`src/rtl/ysyx_23060072_id2ex_reg.sv`:
```
// ID->EX pipeline register for the rv32e core. It detects load-use hazards,
// inserts one bubble per hazard, and drops its contents on a branch redirect.
module ysyx_23060072_id2ex_reg #(
  parameter int STORE_DATA_FWD = 0,
  parameter int ALU_OP_W       = 4
) (
  input  logic                clk,
  input  logic                rst_n,
  input  logic                flush,
  input  logic                id_valid,
  output logic                id_ready,
  input  logic [31:0]         id_pc,
  input  logic [4:0]          id_rs1_addr,
  input  logic [4:0]          id_rs2_addr,
  input  logic                id_has_rs1,
  input  logic                id_has_rs2,
  input  logic [4:0]          id_wb_addr,
  input  logic                id_wb_flag,
  input  logic                id_load_flag,
  input  logic                id_store_flag,
  input  logic [31:0]         id_operand_a,
  input  logic [31:0]         id_operand_b,
  input  logic [ALU_OP_W-1:0] id_alu_op,
  input  logic                ex_ready,
  output logic                id2ex_valid,
  output logic [31:0]         id2ex_pc,
  output logic [4:0]          id2ex_rs1_addr,
  output logic [4:0]          id2ex_rs2_addr,
  output logic                id2ex_has_rs1,
  output logic                id2ex_has_rs2,
  output logic [4:0]          id2ex_wb_addr,
  output logic                id2ex_wb_flag,
  output logic                id2ex_load_flag,
  output logic                id2ex_store_flag,
  output logic [31:0]         id2ex_operand_a,
  output logic [31:0]         id2ex_operand_b,
  output logic [ALU_OP_W-1:0] id2ex_alu_op,
  output logic [31:0]         load_use_stalls
);

  logic adv;
  logic hz;
  logic fire_in;
  logic rs1_match;
  logic rs2_match;
  logic store_fwd;

  assign store_fwd = (STORE_DATA_FWD != 0);

  // A hazard exists only while the producing load is still in this register;
  // once it moves to EX the LSU->EX forward path covers the consumer.
  always_comb begin
    adv       = !id2ex_valid || ex_ready;
    rs1_match = id_has_rs1 && (id_rs1_addr == id2ex_wb_addr);
    rs2_match = id_has_rs2 && (id_rs2_addr == id2ex_wb_addr) && !(store_fwd && id_store_flag);
    hz        = id2ex_valid && id2ex_load_flag && id2ex_wb_flag && (id2ex_wb_addr != 5'd0) &&
                id_valid && (rs1_match || rs2_match);
    id_ready  = adv && !hz && !flush;
    fire_in   = id_valid && id_ready;
  end

  // Valid and all flags are cleared on flush or bubble so forwarding never matches a dead slot.
  always_ff @(posedge clk or negedge rst_n) begin
    if (!rst_n) begin
      id2ex_valid      <= 1'b0;
      id2ex_has_rs1    <= 1'b0;
      id2ex_has_rs2    <= 1'b0;
      id2ex_wb_flag    <= 1'b0;
      id2ex_load_flag  <= 1'b0;
      id2ex_store_flag <= 1'b0;
    end else if (flush || (adv && !fire_in)) begin
      id2ex_valid      <= 1'b0;
      id2ex_has_rs1    <= 1'b0;
      id2ex_has_rs2    <= 1'b0;
      id2ex_wb_flag    <= 1'b0;
      id2ex_load_flag  <= 1'b0;
      id2ex_store_flag <= 1'b0;
    end else if (fire_in) begin
      id2ex_valid      <= 1'b1;
      id2ex_has_rs1    <= id_has_rs1;
      id2ex_has_rs2    <= id_has_rs2;
      id2ex_wb_flag    <= id_wb_flag;
      id2ex_load_flag  <= id_load_flag;
      id2ex_store_flag <= id_store_flag;
    end
  end

  always_ff @(posedge clk or negedge rst_n) begin
    if (!rst_n) begin
      id2ex_pc        <= 32'd0;
      id2ex_rs1_addr  <= 5'd0;
      id2ex_rs2_addr  <= 5'd0;
      id2ex_wb_addr   <= 5'd0;
      id2ex_operand_a <= 32'd0;
      id2ex_operand_b <= 32'd0;
      id2ex_alu_op    <= '0;
    end else if (fire_in) begin
      id2ex_pc        <= id_pc;
      id2ex_rs1_addr  <= id_rs1_addr;
      id2ex_rs2_addr  <= id_rs2_addr;
      id2ex_wb_addr   <= id_wb_addr;
      id2ex_operand_a <= id_operand_a;
      id2ex_operand_b <= id_operand_b;
      id2ex_alu_op    <= id_alu_op;
    end
  end

  // Counts only bubbles actually inserted; a flush in the same cycle cancels the count.
  always_ff @(posedge clk or negedge rst_n) begin
    if (!rst_n) begin
      load_use_stalls <= 32'd0;
    end else if (hz && adv && !flush && (load_use_stalls != 32'hFFFF_FFFF)) begin
      load_use_stalls <= load_use_stalls + 32'd1;
    end
  end

endmodule

```
`config.mk`:
```
export PLATFORM = sky130hd
export DESIGN_NAME = ysyx_23060072_id2ex_reg
export DESIGN_NICKNAME = d
export VERILOG_FILES = /design/src/rtl/ysyx_23060072_id2ex_reg.sv
export SDC_FILE = /design/constraint.sdc
export NUM_CORES = 1
export LEC_CHECK = 0
export ABC_AREA = 1
export CELL_PAD_IN_SITES_DETAIL_PLACEMENT = 1
export CELL_PAD_IN_SITES_GLOBAL_PLACEMENT = 1
export CORE_UTILIZATION = 25
export CTS_BUF_LIST = sky130_fd_sc_hd__clkbuf_16
export DETAILED_ROUTE_END_ITERATION = 12
export PLACE_DENSITY_LB_ADDON = 0.1
export SETUP_SLACK_MARGIN = 0.2
export SYNTH_ARGS = -nofsm -noshare
export SYNTH_HDL_FRONTEND = slang
export SYNTH_SLANG_ARGS = --single-unit
```
`constraint.sdc`:
```
create_clock -name clk -period 1.9 [get_ports clk]
set_input_delay 0.285 -clock clk [delete_from_list [all_inputs] [get_ports clk]]
set_output_delay 0.285 -clock clk [all_outputs]
set_load 0.02 [all_outputs]
```
# [Word level (Yosys, flattened, before mapping)]
# Cells that the tools add are included.
[totals] ff_bits=153 wordCells=53
[op_classes] n_reduce_logical=23 addsub=1 muxes=12 n_eq_ne=3
[op_table] op="adder 32 x 1 -> 32 bit (second input constant)" count=1
[op_table] op="!= test 32 bit (second input constant)" count=1
[op_table] op="logical AND 1 bit" count=14
[op_table] op="2-to-1 mux 1 bit" count=12
[op_table] op="== test 5 bit" count=2
[op_table] op="nonzero test 5 bit" count=1
[op_table] op="zero test 1 bit" count=4
[op_table] op="logical OR 1 bit" count=3
[op_table] op="nonzero test 2 bit" count=1

# [Longest topological paths before layout]
# Gate-level depths: netlist (run 1).
[logic_depth] ltp_word=13 depth_mapped=12 mapped_depth_nobuf=10

# [Worst setup path before layout (run 1)]
# No wires, ideal clock.
[synth_timing] path_kind="reg2out" start="register id2ex_wb_addr[1]" end="output port id_ready" t_arrival_ns=1.636 stages_incl_launch_ff=9 path_buffers=1 path_slack_ns=-0.021 path_cell_list="dfrtp_1 nor2_1 nand3_1 o21ai_0 inv_1 nand2_2 clkbuf_1 nand2_1 nor2_1"
[synth_via] elab_chain_len=7 word_cells_on_any_way=12
[synth_lines] element="start, declared" line="31" rtl="output logic [4:0] id2ex_wb_addr,"
[synth_lines] element="start signal, assigned" line="101" rtl="id2ex_wb_addr <= id_wb_addr;"
[synth_lines] element="== test 5 bit, or another cell as far along" line="54" rtl="rs1_match = id_has_rs1 && (id_rs1_addr == id2ex_wb_addr);"
[synth_lines] element="logical AND 1 bit, on equally long branches" line="54, 55, 56"
[synth_lines] element="logical OR 1 bit or logical AND 1 bit (tied branches)" line="57, 56"
[synth_lines] element="logical AND 1 bit *" line="57" rtl="id_valid && (rs1_match || rs2_match);"
[synth_lines] element="zero test 1 bit *" line="58" rtl="id_ready = adv && !hz && !flush;"
[synth_lines] element="logical AND 1 bit * (2 in a row)" line="58"
[synth_lines] element="end, declared" line="11" rtl="output logic id_ready,"
# Every way passes the cells marked *; elsewhere a longest branch is shown, timed or not.

# [Final worst setup path (run 1)]
[layout_timing] start="register id2ex_wb_addr[1]" end="register load_use_stalls[0]"
[layout_via] elab_chain_len=7 word_cells_on_any_way=12
[layout_lines] element="== test 5 bit, or another cell as far along" line="54"
[layout_lines] element="logical AND 1 bit, on equally long branches" line="54, 55, 56"
[layout_lines] element="logical OR 1 bit or logical AND 1 bit (tied branches)" line="57, 56"
[layout_lines] element="logical AND 1 bit *" line="57"
[layout_lines] element="logical AND 1 bit * (3 in a row)" line="112" rtl="end else if (hz && adv && !flush && (load_use_stalls != 32'hFFFF_FFFF)) begin"
[layout_lines] element="end signal, assigned" line="113" rtl="load_use_stalls <= load_use_stalls + 32'd1;"
[layout_lines] element="end, declared" line="38" rtl="output logic [31:0] load_use_stalls"
# Marked as above.
# A chain may end at the register's enable or synchronous reset.

==> results.toml, run 1 <==
[timing]
fin_crit_sh_pct = 107
rsz0062_at_grt = "yes"
tightest_slew_ns = 0.613
final_max_slew_viol_count = 0
setup_tns_ns = -8.19
hold_viol_final = 0
setup_slack_ns = -0.141
finalSetupViolCount = 145
fin_crit_ns = 2.04
finClkSkew_ns = 0.0141
fmax_mhz = 490
slew_headroom_pct = 59.1

[grt]
grt_max_degree = 119
top_usage_layer = "met2"
use_met1_pct = 27.3
grt_use_met3_pct = 6.23
grt_remaining_overflow = 0
first_global_vias = 8456
grt_pass1_wl_mm = 50.0
track_usage_pct = 21.3
antenna_found_initial = 4
gr-usage-met2_pct = 34.8

[floorplanning]
die-height_um = 174
rows = 62
io_pins = 279
die_area_um2 = 30200
initial_core_util_pct = 25.6
die_x_um = 174
fp.coreArea_um2 = 28900

[routing]
vias = 7882
drt_iter0_drc = 295
drc = 0
vias_per_cell = 4.65
wirelength_mm = 32.7
wire_per_inst_um = 19.3
ant_nets = 0
first_pass_iters = 4

[setup_path]
worstPathRequired_ns = 2.25
startpoint_type = "register"
worstPathArrival_ns = 2.39
cp_max_fo = 7
cp-end-kind = "register"
path_class = "reg -> reg"

[final_layout]
area_growth_pct = 89.5
post-route-util_pct = 48.5
final-seq-area_um2 = 3840
multi_input_area_um2 = 3780
fin_nets = 1422
fill_cells = 3239
drive_gt1_share_pct = 25.5

[synth]
synth_cells = 921
yosys_warnings = 0
ys_seq_area_share_pct = 51.8
synth.ff_latch_count = 153
synth_edf_count = 0
syn_avg_cell_area_um2 = 8.02
yosys_most_used_dff = "dfrtp_1"
ys_types = 27
netlist_area_um2 = 7390
syn_nets = 1047
ys_async_sr_fraction_pct = 100

[clock_network]
clkLatencyLatePin_ns = 0.43
htree_levels = 4
clock-root-buffer = "clkbuf_16"
numCtsBuffers = 17
cts_tree = "done"
cts.sinks = 153
cts_buffer_depth = 2
clk_pin_slew_ns = 0.07

[placement]
place.detailed.hpwl_mm = 20.0
io_buffers = 278
place_congestion = 0.788

[power]
vdd_drop_max_mv = 0.531
power_leakage_nw = 8.20
power.density_nw_per_um2 = 716

[status]
outcome = "finished with violations"
violations = "negative setup slack"

[run]
drv_cap = 0

[hold_path]
hp-class = "in -> async"
[worst max-delay path: stages (launching register included)]
cell and delay (ns):
dfrtp_2 0.43, inv_2 0.06, nand2_2 0.06, nand2_2 0.07, nor2_4 0.13, nand3_2 0.11
nand2_4 0.11, buf_4 0.11, buf_6 0.09, nand3_4 0.06, buf_6 0.14, nor2_4 0.09
buf_12 0.14, buf_8 0.11, buf_16 0.14, nand2_2 0.05, nand2_1 0.06
[what timing repair did]
item,in CTS,in global routing
setup endpoints to repair,256,261
pin swaps,66,47
buffers inserted,35,7
resized for setup,170,266
endpoints found under the hold margin,33,0
hold buffers,1,0
cloned,27,6
[synthesized netlist by cell type (3+ instances only)]
library cell / count / area share (%)
nor2_1: 49 / 2.5
dfrtp_1: 153 / 52
buf_6: 6 / 0.91
nand2_1: 407 / 21
xnor2_1: 5 / 0.59
clkbuf_1: 29 / 1.5
buf_2: 14 / 0.95
o21ai_0: 38 / 2.6
inv_1: 34 / 1.7
inv_2: 3 / 0.15
nand3b_1: 8 / 0.81
buf_4: 6 / 0.61
buf_1: 4 / 0.20
nand3_1: 8 / 0.54
nor3_1: 9 / 0.61
nand4_1: 119 / 10
xor2_1: 16 / 1.9
[registers in the layout (all words and copies together), names as in the netlist]
| signal | count |
|---|---|
| id2ex_operand_a | 32 |
| id2ex_rs2_addr | 5 |
| id2ex_wb_flag | 1 |
| id2ex_rs1_addr | 5 |
| id2ex_has_rs1 | 1 |
| id2ex_operand_b | 32 |
| id2ex_wb_addr | 5 |
| id2ex_store_flag | 1 |
| id2ex_has_rs2 | 1 |
| id2ex_load_flag | 1 |
| id2ex_alu_op | 4 |
| id2ex_valid | 1 |
| load_use_stalls | 32 |
| id2ex_pc | 32 |
[layout make-up]
type,count,area share [%]
clock inverters,15,1.37
flip-flops and latches,153,27.4
diodes,2,0.0357
repair buffers,413,36.7
multi-input cells,674,27.0
inverters,37,0.992
clock buffers,17,3.04
well taps,384,3.43
[power by group]
part | switching [mW] | internal (mW)
Sequential | 0.243 | 3.61
Clock | 1.57 | 2.11
Combinational | 1.28 | 1.21
[path summary, 6_finish.rpt]
path / from / endpoint / slack, ns / cells past startpoint
worst min register to register: id2ex_operand_a[14] / id2ex_operand_a[14] / 0.46 / 2
max in group asynchronous: rst_n / load_use_stalls[0] / 0.83 / 3
worst max-delay path: id2ex_wb_addr[1] / load_use_stalls[0] / -0.14 / 16
worst max register to register: id2ex_wb_addr[1] / load_use_stalls[0] / -0.14 / 16
worst min-delay path: rst_n / id2ex_operand_b[6] / 0.35 / 2
min in group clk: id_store_flag / id2ex_store_flag / 0.41 / 3
[cell families (layout without fill, tap and decap cells)]
| family | Yosys count | in the layout | share of synthesized area, % |
|---|---|---|---|
| AND/OR/NAND/NOR | 610 | 612 | 36.6 |
| flip-flops | 153 | 153 | 51.8 |
| buffers and inverters | 96 | 482 | 6.03 |
| AO/OA/AOI/OAI | 40 | 40 | 2.86 |
| XOR/XNOR | 21 | 21 | 2.49 |
| adder cells (fa/ha/maj) | 1 | 1 | 0.169 |
| other | 0 | 2 | 0 |
[cells in the final DEF, fill, tap and decap left out, types with 2 or more instances in the layout]
| master | instances |
|---|---|
| xnor2_1 | 5 |
| o21ai_1 | 16 |
| buf_12 | 31 |
| nand3_1 | 4 |
| nand3b_1 | 8 |
| buf_6 | 21 |
| buf_16 | 26 |
| buf_8 | 4 |
| nand2_4 | 41 |
| nor2_4 | 6 |
| dlymetal6s2s_1 | 109 |
| nand2_1 | 295 |
| nand3_4 | 5 |
| o21ai_0 | 7 |
| inv_2 | 4 |
| inv_6 | 3 |
| nand3_2 | 4 |
| dlygate4sd2_1 | 38 |
| inv_1 | 34 |
| clkinv_4 | 2 |
| inv_8 | 3 |
| buf_4 | 49 |
| o21ai_2 | 15 |
| diode_2 | 2 |
| clkbuf_16 | 23 |
| bufinv_16 | 3 |
| clkdlybuf4s50_1 | 128 |
| nor2_2 | 7 |
| nor3_1 | 9 |
| nand4_1 | 119 |
| dfrtp_2 | 8 |
| nand2_2 | 73 |
| dfrtp_1 | 145 |
| xor2_1 | 16 |
| clkinvlp_4 | 2 |
| nor2_1 | 39 |
[per-stage QoR]
stage	power, mW	cells	hold WS [ns]	worst slack (ns)	instance area (um2)
final	10.0	1695	0.355	-0.141	14000
after global routing	10.5	1695	0.381	-0.241	14000
after CTS	10.1	1680	0.355	-0.109	13000
after detailed placement	6.11	1585	0.242	-0.281	11100
after global placement	6.10	1585	0.237	-0.260	11100
after floorplan	4.77	921	-0.0106	0.187	7410
[layer usage]
layer | wire, um | part of all wire (%) | up-vias
met4 | 614 | 1.9 | 4
li1 | - | - | 3805
met3 | 1930 | 5.9 | 37
met1 | 14100 | 43 | 3839
met5 | 31 | 0.095 | -
met2 | 16000 | 49 | 197
Note: power is estimated with default switching activity, not from simulation.
==> run 2: changes to the inputs <==
==> constraint.sdc (replaced) <==
create_clock -name clk -period 1.9 [get_ports clk]
set_input_delay 0.285 -clock clk [delete_from_list [all_inputs] [get_ports clk]]
set_output_delay 0.285 -clock clk [all_outputs]
set_load 0.01 [all_outputs]
==> results.toml, run 2 (same netlist as run 1, synthesis figures left out) <==
[final_layout]
post-route-util_pct = 44.8
area_growth_pct = 75.1
drive_gt1_share_pct = 19.5
fin_nets = 1402
fill_cells = 3317
design_area_um2 = 12900
final_common_cell = "nand2_1"
stdcell_count = 1674
final_cell_mix = "342 x nand2_1, 207 x clkdlybuf4s50_1, 142 x dfrtp_1"

[floorplanning]
die_x_um = 174
fp.coreArea_um2 = 28900
io_pins = 279
die_area_um2 = 30200
rows = 62
initial_core_util_pct = 25.6
die-height_um = 174

[clock_network]
cts_tree = "done"
clock-root-buffer = "clkbuf_16"
cts_buffer_depth = 2
clkLatencyLatePin_ns = 0.43
numCtsBuffers = 17
cts.sinks = 153
htree_levels = 4
clk_pin_slew_ns = 0.08

[setup_path]
worstPathRequired_ns = 1.62
cp-end-kind = "output port"
critPathTopFamily = "simple AND/OR/NAND/NOR gates"
worstPathArrival_ns = 1.70
startpoint_type = "register"
cp_max_fo = 4
cp_cell_sequence = "buf_6, nand2_2, nand2_2, nor2_2, nand3_1, nand2_2, nand2_4, nand2_2, nor2_4, buf_6"
r2r_slack_ns = -0.09
path_class = "reg -> out"
crit_buf_inv = 2
cp_slowest_cell = "dfrtp_1"
cpMostUsedCell = "nand2_2"
cpPeakStageDelay_ns = 0.43

[timing]
slew_headroom_pct = 58.9
finClkSkew_ns = 0.0147
fmax_mhz = 503
fin_crit_sh_pct = 105
hold_ws_ns = 0.374
hold_viol_final = 0
rsz0062_at_grt = "yes"
setup_slack_ns = -0.0893
setup_tns_ns = -4.06
final_max_slew_viol_count = 0
fin_crit_ns = 1.99
tightest_slew_ns = 0.617
finalSetupViolCount = 94

[power]
power_mw = 9.48
vdd_drop_max_mv = 0.458
power_leakage_nw = 6.74
power.density_nw_per_um2 = 733

[routing]
first_pass_iters = 6
vias_per_cell = 4.60
wirelength_mm = 30.8
drt_iter0_drc = 311
vias = 7700
drc = 0
wire_per_inst_um = 18.4
ant_nets = 0

[run]
drv_cap = 0

[placement]
place.detailed.hpwl_mm = 20.0
dp_cells = 1588
dp_slack_ns = -0.349
placedInstanceArea_um2 = 11100
io_buffers = 278
place_congestion = 0.820

[status]
outcome = "finished with violations"
violations = "negative setup slack"

[grt]
grt_remaining_overflow = 0
use_met1_pct = 25.9
grt_pass1_wl_mm = 46.9
gr-usage-met2_pct = 31.8
top_usage_layer = "met2"
first_global_vias = 7898
grt_max_degree = 118
antenna_found_initial = 3
track_usage_pct = 19.9
grt_use_met3_pct = 6.45

[hold_path]
hp-class = "in -> async"
==> run 2: cell types whose count changed in the layout (fill, tap and decap cells not counted), sizes merged, moves of 2 or more <==
cell and change:
buf -23, bufinv -3, clkbuf +4, clkdlybuf4s50 +79, clkinv +2, dlygate4sd2 -9, dlymetal6s2s -72
==> run 2: worst paths after layout <==
check,from,endpoint,depth (start not counted)
max,id2ex_wb_addr[1],id_ready,10
max reg2reg,id2ex_wb_addr[1],id2ex_operand_a[24],16
min in group clk,id_pc[17],id2ex_pc[17],3
min,rst_n,id2ex_pc[25],2
min reg2reg,id2ex_operand_b[23],id2ex_operand_b[23],2
max in group asynchronous,rst_n,load_use_stalls[12],3
==> run 2: power by group <==
part | total [mW] | switching (mW) | internal [mW] | leakage, nW
registers | 3.84 | 0.238 | 3.61 | 1.93
logic | 2.23 | 0.969 | 1.26 | 4.53
clock network | 3.41 | 1.66 | 1.75 | 0.279
==> run 2: routing by layer <==
layer	part of all wire, %	vias up
met5	0.055	-
met4	1.7	2
met3	6.1	32
met2	47	196
met1	45	3721
li1	-	3749
==> run 2: layout make-up <==
type / instances / area [um2] / area share (%)
clock inverter: 15 / 155 / 1.20
tap: 384 / 480 / 3.71
sequential: 153 / 3840 / 29.7
clock buffer: 17 / 425 / 3.29
multi-input combinational: 673 / 3360 / 26.0
timing repair buffer: 394 / 4530 / 35.0
inverter: 37 / 139 / 1.07
antenna: 1 / 2.50 / 0.0193
==> run 2: what timing repair did <==
action                     CTS  global route
hold endpoints to repair    41             0
gates cloned                14             9
buffers inserted            16            14
setup endpoints to repair  193           177
pin swaps                    7             9
hold buffers                 1             0
resized for setup           67           155
==> variant 1 (flow settings as in run 1) <==
Make the reset (`rst_n`) synchronous in 3 clocked blocks.
--- a/src/rtl/ysyx_23060072_id2ex_reg.sv
+++ b/src/rtl/ysyx_23060072_id2ex_reg.sv
@@ -61,5 +61,5 @@
 
   // Valid and all flags are cleared on flush or bubble so forwarding never matches a dead slot.
-  always_ff @(posedge clk or negedge rst_n) begin
+  always_ff @(posedge clk) begin
     if (!rst_n) begin
       id2ex_valid      <= 1'b0;
@@ -86,5 +86,5 @@
   end
 
-  always_ff @(posedge clk or negedge rst_n) begin
+  always_ff @(posedge clk) begin
     if (!rst_n) begin
       id2ex_pc        <= 32'd0;
@@ -107,5 +107,5 @@
 
   // Counts only bubbles actually inserted; a flush in the same cycle cancels the count.
-  always_ff @(posedge clk or negedge rst_n) begin
+  always_ff @(posedge clk) begin
     if (!rst_n) begin
       load_use_stalls <= 32'd0;
Formal check against the unedited RTL: differs if rst_n is asserted again (counterexample within 4 cycles, from zero or initial values and one cycle with rst_n low); with rst_n held inactive, the same outputs for 4 cycles.
==> variant 1 against run 1 <==
Sequential share of layout area fell by 3.9 points; first-iteration DRC count fell by 41%; critical path depth did not move; the run still ends with negative setup slack left; setup slack improved by 0.082 ns; design area fell by 6.1%; routed wire length fell by 15%; sequential cell count did not move; fmax rose by 4.2%; total power fell by 11%; register-to-register slack improved by 0.10 ns; synthesized cell count fell by 6.4%; area after synthesis fell by 15%.
==> variant 1: results (changes against run 1) <==
violations: "negative setup slack"
drive_above_1_share: 0.357  # +0.101
inv_count: 159  # +330%
arrival_ns: 2.31  # -0.08 ns
wl_met2_mm: 14.0  # -12%
grtUsageMet3: 0.0514  # -0.0109
cts_setup_buffers: 32  # -8.6%
global_route.usage.total: 0.198  # -0.0152
final.setup.tns_ns: -0.407  # +7.78 ns
core_region_area_um2: 24500  # -15%
total_nets_final: 1361  # -4.3%
sh_seq_area: 0.235  # -0.0386
finalNonFillerCells: 1574  # -7.1%
synthArstFlopShare: 0  # -1.00
post-route-worst-setup-slack_ns: -0.0592  # +0.0817 ns
sequential_cell_total: 153  # unchanged
grtUsageMet1: 0.250  # -0.0230
report.final.setup_viol: 15  # -90%
postSynthNetCount: 988  # -5.6%
design_power_total_w: 0.00889  # -11%
status: "complete, but fails checks"
dpl-instance-area_um2: 9640  # -13%
synth_commonest_cells: "dfxtp_1 (153), inv_1 (153), a21oi_1 (144)"
p_seq_w: 0.00346  # -10%
wl_met3_mm: 1.45  # -25%
maximum_number_of_pins_on_one_net_before_global_route_repair: 45  # -62%
clockNetworkPower_w: 0.00354  # -4%
multi_input_combinational_area_share: 0.281  # +0.0109
power_switching_w: 0.00266  # -14%
multi_input_comb_cells: 505  # -25%
first_global_vias: 7011  # -17%
post-place-ws_ns: -0.374  # -0.0928 ns
grtUsageMet2: 0.336  # -0.0126
power_density_nw_per_um2: 676  # -5.6%
post_synth.cell_area_avg_um2: 7.27  # -9.4%
synth_seq_area_share: 0.489  # -0.0292
route.final.wire_length_mm: 27.9  # -15%
dp_cells: 1459  # -7.9%
global_route_wire_length_before_repair_mm: 39.8  # -20%
worst_ir_drop_vdd_mv: 0.452  # -15%
fin_worst_skew_ns: 0.0142  # +0.0000574 ns
route.vias.total: 7191  # -8.8%
dr.first_iter.drc_count: 174  # -41%
ctsResizeCount: 294  # +73%
non_clock_buffer_area_share: 0.361  # -0.00611
## variant 1: path summary, 6_finish.rpt
kind / startpoint / end / slack, ns / cells after the start
worst max register to register: id2ex_wb_addr[3]$_SDFFE_PN0P_ / load_use_stalls[1]$_SDFFE_PN0P_ / -0.04 / 15
worst min-delay path: id_rs2_addr[2] / id2ex_rs2_addr[2]$_SDFFE_PN0P_ / 0.18 / 3
worst max-delay path: id_rs1_addr[3] / load_use_stalls[1]$_SDFFE_PN0P_ / -0.06 / 16
worst min register to register: id2ex_operand_b[6]$_SDFFE_PN0P_ / id2ex_operand_b[6]$_SDFFE_PN0P_ / 0.44 / 2
## variant 1: cells by family (layout without fill, tap and decap cells)
kind of cell / Yosys count / count (layout) / synth area share
compound gates: 266 / 266 / 0.213
simple gates: 236 / 238 / 0.163
buf+inv: 206 / 590 / 0.133
flops: 153 / 153 / 0.489
fa+ha+maj: 1 / 1 / 0.00200
other cells: 0 / 2 / 0
==> variant 2 (flow settings as in run 1) <==
Without the edit above. `ALU_OP_W`: 4 -> 6.
--- a/src/rtl/ysyx_23060072_id2ex_reg.sv
+++ b/src/rtl/ysyx_23060072_id2ex_reg.sv
@@ -3,5 +3,5 @@
 module ysyx_23060072_id2ex_reg #(
   parameter int STORE_DATA_FWD = 0,
-  parameter int ALU_OP_W       = 4
+  parameter int ALU_OP_W       = 6
 ) (
   input  logic                clk,
Interface: changed (resized id2ex_alu_op and id_alu_op); port bits go from 279 to 283. No check against the original RTL was run, so the function may have changed too.
==> variant 2 against run 1 <==
The run still ends with negative setup slack left; total power shrank 1.4%; routed wire length is 0.21% higher; design area decreased by 2.9%; critical path depth down 6; area after synthesis up 1.0%; die area grew 0.99%; combinational power rose by 5%; via count barely moved; sequential cell count up 2; sequential power grew 2%; setup slack improved by 0.035 ns; critical endpoint is now id_ready; highest routed layer unchanged.
==> variant 2: results (changes against run 1) <==
critical_path.top_delay_family: "simple AND/OR/NAND/NOR gates"
cts_setup_buffers: 15  # -57%
first_global_vias: 8238  # -2.6%
route.vias.total: 7885  # +0.038%
multi_input_comb_cells: 682  # +1.2%
fillerInstances: 3290  # +1.6%
crit-reg2reg-capture: "id2ex_operand_b[17]$_DFFE_PN0P_"
cp_max_fo: 5  # -2
destination_of_the_critical_timing_path: "id_ready"
worst_pin_slew_ns: 0.743  # +0.129 ns
violations: "negative setup slack"
fin_worst_skew_ns: 0.0147  # +0.000619 ns
post-place-ws_ns: -0.485  # -0.204 ns
route.final.wire_length_mm: 32.7  # +0.21%
synth_commonest_cells: "nand2_1 (414), dfrtp_1 (155), nand4_1 (120)"
post-route-worst-setup-slack_ns: -0.106  # +0.0354 ns
clock_area_frac: 0.0411  # -0.00299
dr.first_iter.drc_count: 319  # +8.1%
ctsResizeCount: 117  # -31%
dpl-instance-area_um2: 11100  # about the same
number_of_antenna_violations_at_the_first_check_in_global_routing: 1  # -3
postSynthNetCount: 1060  # +1.2%
dp_cells: 1599  # +0.88%
synth_seq_area_share: 0.520  # +0.00158
ys_top_cells_by_area: "dfrtp_1 (52%), nand2_1 (21%), nand4_1 (10%)"
final.setup.tns_ns: -5.09  # +3.10 ns
status: "complete, but fails checks"
synth_cell_type_count: 25  # -7.4%
total_leakage_power_nw: 7.75  # -5.5%
report.final.setup_viol: 93  # -36%
arrival_ns: 1.72  # -0.67 ns
variant 2: power groups by stage:
stage	Combinational, W	Sequential (W)	Clock (W)
after floorplan	0.000468	0.00436	0
after global placement	0.00229	0.00391	0
after detailed placement	0.00230	0.00392	0
after CTS	0.00244	0.00387	0.00346
after global routing	0.00280	0.00397	0.00359
final	0.00261	0.00393	0.00335
variant 2: cells by family after synthesis:
group                    synth area share
AO/OA/AOI/OAI                      0.0268
buffers and inverters              0.0605
flip-flops                          0.520
AND/OR/NAND/NOR                     0.367
adder cells (fa/ha/maj)           0.00168
XOR/XNOR                           0.0246
variant 2: routing by layer:
layer	track usage	up-vias	part of all wire
met2	0.350	198	0.49
met3	0.0696	20	0.072
met4	0.0341	2	0.0084
li1	-	3797	-
met1	0.258	3868	0.42
met5	0	-	0.00040
